[config.mk]
export PLATFORM = sky130hd
export DESIGN_NAME = dds_sweep_ctrl
export DESIGN_NICKNAME = d
export VERILOG_FILES = /design/src/rtl/dds_pkg.sv /design/src/rtl/dds_sweep_step.sv /design/src/rtl/dds_sweep_ctrl.sv
export SDC_FILE = /design/constraint.sdc
export NUM_CORES = 1
export LEC_CHECK = 0
export BUFFER_PORTS_ARGS = -buffer_cell sky130_fd_sc_hd__buf_2
export CAP_MARGIN = 30
export CORE_ASPECT_RATIO = 1.4
export CORE_MARGIN = 10
export CORE_UTILIZATION = 45
export CTS_BUF_LIST = sky130_fd_sc_hd__clkbuf_8
export DETAILED_ROUTE_END_ITERATION = 16
export REMOVE_ABC_BUFFERS = 1
export SETUP_SLACK_MARGIN = 0.02
export SLEW_MARGIN = 0
export SYNTH_ARGS = -nofsm -noshare
export SYNTH_HDL_FRONTEND = slang
export SYNTH_SLANG_ARGS = --single-unit
[constraint.sdc]
create_clock -name clk -period 6.7 [get_ports clk]
set_input_delay 0.335 -clock clk [delete_from_list [all_inputs] [get_ports clk]]
set_output_delay 0.335 -clock clk [all_outputs]
set_load 0.01 [all_outputs]
[src/rtl/dds_pkg.sv]
// Shared definitions for the DDS block: mode encodings, sweep FSM states and
// default word widths used by both the sweep controller and the DDS core.
package dds_pkg;

   localparam int DDS_FW_W    = 32;
   localparam int DDS_DWELL_W = 16;

   localparam logic [1:0] DDS_MODE_SINGLE     = 2'd0;
   localparam logic [1:0] DDS_MODE_SAW        = 2'd1;
   localparam logic [1:0] DDS_MODE_TRI        = 2'd2;
   localparam logic [1:0] DDS_MODE_SINGLE_ALT = 2'd3;

   typedef enum logic [1:0] {
      ST_IDLE  = 2'd0,
      ST_DWELL = 2'd1,
      ST_STEP  = 2'd2,
      ST_FIN   = 2'd3
   } dds_state_e;

endpackage

[src/rtl/dds_sweep_step.sv]
// Combinational saturating step: moves the current word one step toward the
// leg endpoint, clamping so the result never passes the endpoint or wraps.
module dds_sweep_step
   import dds_pkg::*;
#(
   parameter int FW_W = DDS_FW_W
) (
   input  logic [FW_W-1:0] cur_fw,
   input  logic [FW_W-1:0] step_fw,
   input  logic [FW_W-1:0] end_fw,
   input  logic            dir_down,
   output logic [FW_W-1:0] next_fw,
   output logic            at_end
);

   logic [FW_W:0] w_sum;
   logic [FW_W:0] w_dif;
   logic [FW_W:0] w_end_x;
   logic          w_over;

   assign w_sum   = {1'b0, cur_fw} + {1'b0, step_fw};
   assign w_dif   = {1'b0, cur_fw} - {1'b0, step_fw};
   assign w_end_x = {1'b0, end_fw};

   // The extra top bit carries out of the add and borrows out of the subtract,
   // so a step past 0 or past all-ones is still seen as an overshoot.
   always_comb begin
      w_over = 1'b0;
      if (dir_down) begin
         w_over = w_dif[FW_W] || (w_dif < w_end_x);
      end else begin
         w_over = (w_sum > w_end_x);
      end
   end

   always_comb begin
      next_fw = end_fw;
      if (!w_over) begin
         next_fw = dir_down ? w_dif[FW_W-1:0] : w_sum[FW_W-1:0];
      end
   end

   assign at_end = (cur_fw == end_fw);

endmodule

[src/rtl/dds_sweep_ctrl.sv]
// Frequency-sweep scheduler for the DDS core: latches a sweep programme on
// start and walks freq_word from start to stop with a per-word dwell.
module dds_sweep_ctrl
   import dds_pkg::*;
#(
   parameter int FW_W    = DDS_FW_W,
   parameter int DWELL_W = DDS_DWELL_W
) (
   input  logic               clk,
   input  logic               rst,
   input  logic [FW_W-1:0]    cfg_start_fw,
   input  logic [FW_W-1:0]    cfg_stop_fw,
   input  logic [FW_W-1:0]    cfg_step_fw,
   input  logic [DWELL_W-1:0] cfg_dwell,
   input  logic [1:0]         cfg_mode,
   input  logic               start,
   input  logic               abort,
   output logic [FW_W-1:0]    freq_word,
   output logic               phase_clr,
   output logic               busy,
   output logic               done,
   output logic               dir_down
);

   dds_state_e         r_state;
   logic [FW_W-1:0]    r_fw;
   logic               r_pclr;
   logic               r_busy;
   logic               r_done;
   logic               r_dir;
   logic [DWELL_W-1:0] r_cnt;
   logic               r_leg_back;

   logic [FW_W-1:0]    r_start_fw;
   logic [FW_W-1:0]    r_stop_fw;
   logic [FW_W-1:0]    r_step_fw;
   logic [DWELL_W-1:0] r_dwell;
   logic [1:0]         r_mode;
   logic               r_degen;

   dds_state_e         w_state_nxt;
   logic [FW_W-1:0]    w_fw_nxt;
   logic               w_pclr_nxt;
   logic               w_busy_nxt;
   logic               w_done_nxt;
   logic               w_dir_nxt;
   logic [DWELL_W-1:0] w_cnt_nxt;
   logic               w_leg_nxt;
   logic               w_load;

   logic [FW_W-1:0]    w_end_fw;
   logic [FW_W-1:0]    w_step_fw;
   logic               w_at_end;

   // A leg runs toward stop, or back toward start on the return leg of a triangle.
   assign w_end_fw = r_leg_back ? r_start_fw : r_stop_fw;

   dds_sweep_step #(
      .FW_W(FW_W)
   ) u_step (
      .cur_fw  (r_fw),
      .step_fw (r_step_fw),
      .end_fw  (w_end_fw),
      .dir_down(r_dir),
      .next_fw (w_step_fw),
      .at_end  (w_at_end)
   );

   always_ff @(posedge clk) begin
      if (rst) begin
         r_start_fw <= '0;
         r_stop_fw  <= '0;
         r_step_fw  <= '0;
         r_dwell    <= '0;
         r_mode     <= DDS_MODE_SINGLE;
         r_degen    <= 1'b0;
      end else if (w_load) begin
         r_start_fw <= cfg_start_fw;
         r_stop_fw  <= cfg_stop_fw;
         r_step_fw  <= cfg_step_fw;
         r_dwell    <= cfg_dwell;
         r_mode     <= cfg_mode;
         r_degen    <= (cfg_step_fw == '0) || (cfg_start_fw == cfg_stop_fw);
      end
   end

   always_ff @(posedge clk) begin
      if (rst) begin
         r_state    <= ST_IDLE;
         r_fw       <= '0;
         r_pclr     <= 1'b0;
         r_busy     <= 1'b0;
         r_done     <= 1'b0;
         r_dir      <= 1'b0;
         r_cnt      <= '0;
         r_leg_back <= 1'b0;
      end else begin
         r_state    <= w_state_nxt;
         r_fw       <= w_fw_nxt;
         r_pclr     <= w_pclr_nxt;
         r_busy     <= w_busy_nxt;
         r_done     <= w_done_nxt;
         r_dir      <= w_dir_nxt;
         r_cnt      <= w_cnt_nxt;
         r_leg_back <= w_leg_nxt;
      end
   end

   always_comb begin
      w_state_nxt = r_state;
      w_fw_nxt    = r_fw;
      w_pclr_nxt  = 1'b0;
      w_busy_nxt  = r_busy;
      w_done_nxt  = 1'b0;
      w_dir_nxt   = r_dir;
      w_cnt_nxt   = r_cnt;
      w_leg_nxt   = r_leg_back;
      w_load      = 1'b0;

      if (abort && (r_state != ST_IDLE)) begin
         w_state_nxt = ST_IDLE;
         w_fw_nxt    = '0;
         w_busy_nxt  = 1'b0;
      end else begin
         case (r_state)
            ST_IDLE: begin
               w_fw_nxt   = '0;
               w_busy_nxt = 1'b0;
               if (start && !abort) begin
                  w_load      = 1'b1;
                  w_state_nxt = ST_DWELL;
                  w_fw_nxt    = cfg_start_fw;
                  w_pclr_nxt  = 1'b1;
                  w_busy_nxt  = 1'b1;
                  w_cnt_nxt   = cfg_dwell;
                  w_dir_nxt   = (cfg_stop_fw < cfg_start_fw);
                  w_leg_nxt   = 1'b0;
               end
            end

            ST_DWELL: begin
               if (r_cnt != '0) begin
                  w_cnt_nxt = r_cnt - 1'b1;
               end else if (!(r_degen || w_at_end)) begin
                  w_state_nxt = ST_STEP;
               end else begin
                  // Endpoint reached (or a single-word sweep): the mode decides.
                  case (r_mode)
                     DDS_MODE_SAW: begin
                        w_cnt_nxt = r_dwell;
                        if (!r_degen) begin
                           w_fw_nxt   = r_start_fw;
                           w_pclr_nxt = 1'b1;
                        end
                     end
                     DDS_MODE_TRI: begin
                        if (r_degen) begin
                           w_cnt_nxt = r_dwell;
                        end else begin
                           w_dir_nxt   = ~r_dir;
                           w_leg_nxt   = ~r_leg_back;
                           w_state_nxt = ST_STEP;
                        end
                     end
                     DDS_MODE_SINGLE, DDS_MODE_SINGLE_ALT: begin
                        w_state_nxt = ST_FIN;
                        w_done_nxt  = 1'b1;
                     end
                  endcase
               end
            end

            ST_STEP: begin
               w_fw_nxt    = w_step_fw;
               w_cnt_nxt   = r_dwell;
               w_state_nxt = ST_DWELL;
            end

            ST_FIN: begin
               w_state_nxt = ST_IDLE;
               w_fw_nxt    = '0;
               w_busy_nxt  = 1'b0;
            end
         endcase
      end
   end

   assign freq_word = r_fw;
   assign phase_clr = r_pclr;
   assign busy      = r_busy;
   assign done      = r_done;
   assign dir_down  = r_dir;

endmodule

==> impl_metrics.env, run 1 <==
export IMPL_ir_drop_uv=261
export IMPL_drv_slew=0
export IMPL_drt_total_wl_um=54900
export IMPL_fp_dieArea_um2=39700
export IMPL_ys_flop_type="dfxtp_1"
export IMPL_drt_pass1_iterations=6
export IMPL_antenna_found_initial=1
export IMPL_cts_sinks=170
export IMPL_crit_required_ns=7.16
export IMPL_overflow=0
export IMPL_report_final_hold_viol_count=0
export IMPL_finalPower_mw=7.77
export IMPL_cts_tree="built"
export IMPL_drt_initial_drc_count=1194
export IMPL_max_cap_viol_count=0
export IMPL_fin_worst_skew_ns=0.0280
export IMPL_areaGrowthSynthToFinish_pct=10.7
export IMPL_synth_cell_types=71
export IMPL_slew_headroom_pct=33.3
export IMPL_post_cts_resized=0
export IMPL_routed_via_density=6.02
export IMPL_pwr_density_cell_nw_per_um2=487
export IMPL_async_flop_share_pct=0
export IMPL_netlist_area_um2=14400
export IMPL_setup_viol=0
export IMPL_numCtsBuffers=17
export IMPL_grt_pass1_wl_um=84100
export IMPL_ant_nets=0
export IMPL_grt_pass1_vias=14600
export IMPL_hold_class="input port to flop"
export IMPL_finalCritPeriodShare_pct=91.3
export IMPL_p_leak_nw=6.69
export IMPL_start_util_pct=45.6
export IMPL_cp_end_kind="flop"
export IMPL_ios=154
export IMPL_dieWidth_um=171
export IMPL_combPwrFrac_pct=71.7
export IMPL_cts_buffer_depth=2
export IMPL_cts_hold_buf=0
export IMPL_clockPowerShare_pct=10.4
export IMPL_p_int_mw=3.61
export IMPL_layout_drive_gt1_share_pct=12.1
export IMPL_wl_per_cell_um=22.4
export IMPL_io_buffers=153
export IMPL_nFillCells=3245
export IMPL_synth_edf_count=0
export IMPL_die_h_um=232
export IMPL_clk_latency_ns=0.53
export IMPL_seqPwrFrac_pct=17.9
export IMPL_worstPathCellList="inv_1 > ha_1 > inv_1 > a2111oi_0 > a2111oi_0 > a211oi_1 > o211ai_1 > a21boi_0 > xnor2_1 > ha_1 > nand4_1 > or4_1 > o21ai_0 > o22ai_1 > a211o_1 > and2_1 > buf_4 > a22o_1 > o211a_1 > a21oi_1"
export IMPL_tightest_slew_ns=1.00
export IMPL_root_buffer="clkbuf_8"
export IMPL_cts_clk_slew_worst_paths_ns=0.11
export IMPL_grt_max_degree=80
export IMPL_synthCells=1945
export IMPL_critPathKind="flop to flop"
export IMPL_ys_warn_count=0
export IMPL_cp_data_arrival_time_ns=6.58
export IMPL_cp_start_kind="flop"
export IMPL_yosysSeqAreaShare_pct=23.6
export IMPL_rows=77
export IMPL_drc=0
export IMPL_p_sw_mw=4.17
export IMPL_grt_usage_pct=27.2
export IMPL_fmax_ghz=0.163
export IMPL_synth_seq_cells=170
export IMPL_core_area_um2=31600
export IMPL_tns_ns=0
export IMPL_netSwitchingFraction_pct=53.6
export IMPL_htree_levels=4
export IMPL_dpl_hpwl_um=42800
export IMPL_cpPeakStageDelay_ns=0.56
export IMPL_gp_congestion=1.04
export IMPL_period_needed_ns=6.12
export IMPL_cp_max_fo=20
export IMPL_status="completed"
export IMPL_syn_area_per_cell_um2=7.41
export IMPL_postCtsSetupBuffers=0
export IMPL_vias=14700
export IMPL_slowest_stage="or4_1"
export IMPL_fin_nets=2326
export IMPL_rsz0062_at_grt="no"
## through the flow
| step | utilization (%) | cells | setup slack, ns | hold slack [ns] | instance area, um2 |
|---|---|---|---|---|---|
| after global placement | 49.1 | 2412 | 0.867 | 0.444 | 15500 |
| final | 50.5 | 2448 | 0.582 | 0.0383 | 16000 |
| after floorplan | - | 1826 | 0.466 | 0.404 | 13900 |
| after global routing | 50.5 | 2448 | 0.116 | 0.0200 | 16000 |
| after detailed placement | 49.2 | 2415 | 0.746 | 0.447 | 15600 |
| after CTS | 50.5 | 2447 | 0.665 | 0.0124 | 16000 |
## power by group through the flow
stage / Clock [mW] / Combinational, mW / Sequential (mW)
2_1_floorplan: 0 / 3.67 / 1.39
3_5_place_dp: 0 / 5.45 / 1.41
3_3_place_gp: 0 / 5.39 / 1.43
5_1_grt: 0.857 / 6.10 / 1.41
6_report: 0.806 / 5.58 / 1.39
4_1_cts: 0.825 / 5.48 / 1.39
## layout make-up
| cell class | instances | area [um2] | area share [%] |
|---|---|---|---|
| well taps | 395 | 494 | 3.10 |
| clock inverters | 15 | 176 | 1.10 |
| flip-flops and latches | 170 | 3410 | 21.3 |
| multi-input cells | 1538 | 10100 | 63.3 |
| repair buffers | 194 | 1110 | 6.93 |
| inverters | 118 | 443 | 2.77 |
| diodes | 1 | 2.50 | 0.0157 |
| clock buffers | 17 | 234 | 1.47 |
## final timing paths
kind              depth (start not counted)                        from  slack, ns                    endpoint
setup / recovery                         20  r_step_fw[11]$_SDFFE_PP0P_       0.58  freq_word[11]$_SDFFE_PP0P_
hold / removal                            3               cfg_dwell[11]       0.04    r_dwell[11]$_SDFFE_PP0P_
setup reg to reg                         20  r_step_fw[11]$_SDFFE_PP0P_       0.58  freq_word[11]$_SDFFE_PP0P_
hold reg to reg                           2  r_stop_fw[15]$_SDFFE_PP0P_       0.46  r_stop_fw[15]$_SDFFE_PP0P_
## layout by cell type (no fill, tap or decap), drive strengths merged, types with 10 or more instances in the layout
| cell | Yosys | final |
|---|---|---|
| nand2 | 313 | 313 |
| a21oi | 242 | 242 |
| buf | 28 | 194 |
| dfxtp | 170 | 170 |
| ha | 167 | 167 |
| inv | 114 | 121 |
| nor2 | 106 | 106 |
| o21ai | 106 | 106 |
| xnor2 | 100 | 100 |
| mux2i | 49 | 49 |
| nand3 | 38 | 38 |
| o211ai | 35 | 35 |
| nand4 | 31 | 31 |
| nor4 | 30 | 30 |
| a21o | 27 | 27 |
| a22oi | 24 | 24 |
| nor3 | 21 | 21 |
| nor2b | 20 | 20 |
| a31oi | 20 | 20 |
| nand2b | 19 | 19 |
| clkbuf | 91 | 17 |
| o21bai | 13 | 13 |
| a311oi | 13 | 13 |
| xor2 | 12 | 12 |
| o31ai | 11 | 11 |
| a211oi | 11 | 11 |
| a41oi | 11 | 11 |
| a211o | 11 | 11 |
| or3 | 11 | 11 |
| o21a | 10 | 10 |
| clkinv | 4 | 10 |
## flip-flops by register name, summed over array words and instances, names as in the netlist, 2 cells and up
signal and cells:
freq_word 32, r_start_fw 32, r_step_fw 32, r_stop_fw 32
r_cnt 16, r_dwell 16, r_mode 2, r_state 2
## synthesized netlist by cell type (6+ instances only)
cell	n	area (um2)
a211o_1	11	96.3
nand2_1	312	1170
nor4_1	30	188
mux2i_1	49	490
o21ai_1	11	55.1
a311oi_1	13	114
nor2_1	105	394
nand3_1	38	190
buf_2	9	45.0
nor3_1	21	105
o31ai_1	11	82.6
xnor2_1	100	876
o21bai_1	13	97.6
a22o_1	7	61.3
or3_1	11	68.8
dfxtp_1	170	3400
a41oi_1	11	96.3
mux2_2	6	67.6
xor2_1	12	105
a211oi_1	11	82.6
nand2b_1	19	119
a21oi_1	242	1210
clkbuf_1	91	342
ha_1	167	2090
nor2b_1	20	125
o211ai_1	34	255
a21o_1	27	203
inv_1	114	428
o21a_1	10	75.1
a22oi_1	24	180
nand4_1	31	194
o21ai_0	95	475
a31oi_1	19	119
buf_1	16	60.1
## metal layers
metal / global-route usage, % / share of wire (%) / wire [um] / up-vias
met3: 4.68 / 5.4 / 2950 / 132
met5: 0 / 0 / 0 / -
met4: 15.0 / 5.5 / 3010 / 0
li1: - / - / - / 7104
met2: 46.9 / 49 / 26900 / 501
met1: 31.2 / 40 / 22000 / 7008
## critical path: cells and delay by family, from the launching register on
kind	cells	cell delay, ns
compound gates	11	3.25
xor+xnor	1	0.14
fa+ha+maj	2	0.75
buf+inv	3	0.49
flops	1	0.38
simple gates	3	1.02
## cell families after synthesis
group | synth area share [%]
multiplexers | 3.87
flip-flops | 23.6
buffers and inverters | 6.40
XOR/XNOR | 6.80
AO/OA/AOI/OAI | 25.3
AND/OR/NAND/NOR | 19.3
adder cells (fa/ha/maj) | 14.8
Power figures use the tool's default switching activity.
==> run 2: changes to the inputs <==
- CORE_ASPECT_RATIO: 1.4 -> 1.75
- CORE_UTILIZATION: 45 -> 55
- PLACE_DENSITY: default -> 0.75
==> impl_metrics.env, run 2 (synthesized netlist as in run 1, its figures left out) <==
export IMPL_dpl_hpwl_um=44600
export IMPL_p_int_mw=3.63
export IMPL_gp_congestion=1.07
export IMPL_slew_headroom_pct=22.0
export IMPL_pwr_density_cell_nw_per_um2=500
export IMPL_final_common_cell="nand2_1"
export IMPL_finalPower_mw=7.92
export IMPL_root_buffer="clkbuf_8"
export IMPL_period_needed_ns=6.26
export IMPL_met1_usage_pct=33.5
export IMPL_core_area_um2=25900
export IMPL_clk_latency_ns=0.53
export IMPL_cts_sinks=170
export IMPL_diodes=0
export IMPL_finalWorstSetupSlack_ns=0.445
export IMPL_routed_via_density=6.36
export IMPL_start_util_pct=55.7
export IMPL_drt_total_wl_um=57300
export IMPL_gr_usage_met3_pct=5.93
export IMPL_layout_drive_gt1_share_pct=12.1
export IMPL_clockPowerShare_pct=9.2
export IMPL_final_cell_mix="nand2_1, a21oi_1, dfxtp_1, ha_1, buf_2"
export IMPL_whs_path_depth=3
export IMPL_rows=78
export IMPL_grt_pass1_vias=14900
export IMPL_report_final_hold_viol_count=0
export IMPL_whs_ns=0.0370
export IMPL_ios=154
export IMPL_cts_tree="built"
export IMPL_setup_viol=0
export IMPL_drv_slew=0
export IMPL_grt_pass1_wl_um=86500
export IMPL_cts_buffer_depth=2
export IMPL_fin_nets=2326
export IMPL_crit_required_ns=7.13
export IMPL_ant_nets=0
export IMPL_finalCritPeriodShare_pct=93.4
export IMPL_fmax_ghz=0.160
export IMPL_overflow=0
export IMPL_p_leak_nw=6.66
export IMPL_rsz0062_at_grt="no"
export IMPL_drt_pass1_iterations=8
export IMPL_combPwrFrac_pct=73.3
export IMPL_cp_start_kind="flop"
export IMPL_cts_clk_slew_worst_paths_ns=0.12
export IMPL_cp_end_kind="flop"
export IMPL_tightest_slew_ns=1.16
export IMPL_status="completed"
export IMPL_tns_ns=0
export IMPL_drc=0
export IMPL_post_cts_resized=0
export IMPL_grt_met2_usage_pct=61.0
export IMPL_cp_max_fo=12
export IMPL_grt_usage_pct=33.7
export IMPL_areaGrowthSynthToFinish_pct=9.74
export IMPL_drt_initial_drc_count=1191
export IMPL_r2r_cells=21
export IMPL_fin_util_pct=61.2
export IMPL_antenna_found_initial=1
export IMPL_grt_max_degree=81
export IMPL_p_sw_mw=4.29
export IMPL_seqPwrFrac_pct=17.4
export IMPL_ir_drop_uv=346
export IMPL_die_h_um=234
export IMPL_critPathKind="flop to flop"
export IMPL_fp_dieArea_um2=33300
export IMPL_htree_levels=4
export IMPL_cts_hold_buf=0
export IMPL_max_cap_viol_count=0
export IMPL_dieWidth_um=142
export IMPL_postCtsSetupBuffers=0
export IMPL_wl_per_cell_um=24.2
export IMPL_numCtsBuffers=17
export IMPL_fin_worst_skew_ns=0.0278
export IMPL_netSwitchingFraction_pct=54.1
export IMPL_vias=15100
export IMPL_cp_data_arrival_time_ns=6.69
export IMPL_place_ws_ns=0.565
export IMPL_io_buffers=153
export IMPL_grt_busiest_layer="met2"
export IMPL_hold_class="input port to flop"
run 2: area by class of cell:
cell class,instances,area [um2]
Inverter,118,443
Timing Repair Buffer,194,1090
Clock inverter,13,109
Clock buffer,19,262
Multi-Input combinational cell,1538,10100
Tap cell,320,400
Fill cell,2496,10000
Sequential cell,170,3400
run 2: metrics by stage:
step           instance area [um2]  cells
5_1_grt                      15800   2372
6_report                     15800   2372
3_3_place_gp                 15500   2340
4_1_cts                      15800   2372
2_1_floorplan                13900   1826
3_5_place_dp                 15500   2340
run 2: worst max-delay path, cell delays in order, from the launching register on:
cell	delay [ns]
dfxtp_1	0.38
inv_1	0.06
ha_1	0.45
inv_1	0.15
a2111oi_0	0.49
a2111oi_0	0.25
a211oi_1	0.61
o211ai_1	0.30
a21boi_0	0.25
buf_4	0.17
xnor2_1	0.06
ha_1	0.29
nand4_1	0.18
or4_1	0.57
o21ai_0	0.17
o22ai_1	0.10
a211o_1	0.34
and2_1	0.34
buf_12	0.23
buf_4	0.17
a221o_1	0.36
a311oi_1	0.24
run 2: metal layers:
metal	vias up	share of wire, %
met5	-	0
met4	0	7.6
met3	200	5.7
met2	631	52
met1	7170	35
li1	7092	-
run 2: final timing paths:
kind | start | to | slack (ns)
max | r_step_fw[11]$_SDFFE_PP0P_ | freq_word[10]$_SDFFE_PP0P_ | 0.44
min | cfg_step_fw[12] | r_step_fw[12]$_SDFFE_PP0P_ | 0.04
max reg2reg | r_step_fw[11]$_SDFFE_PP0P_ | freq_word[10]$_SDFFE_PP0P_ | 0.44
min reg2reg | r_stop_fw[19]$_SDFFE_PP0P_ | r_stop_fw[19]$_SDFFE_PP0P_ | 0.46
run 2: power by group through the flow:
stage | clock network (mW) | logic (mW) | registers [mW]
global placement | 0 | 5.59 | 1.38
detailed placement | 0 | 5.63 | 1.39
global route | 0.777 | 6.28 | 1.40
finish | 0.731 | 5.81 | 1.38
floorplan | 0 | 3.67 | 1.39
CTS | 0.739 | 5.66 | 1.37
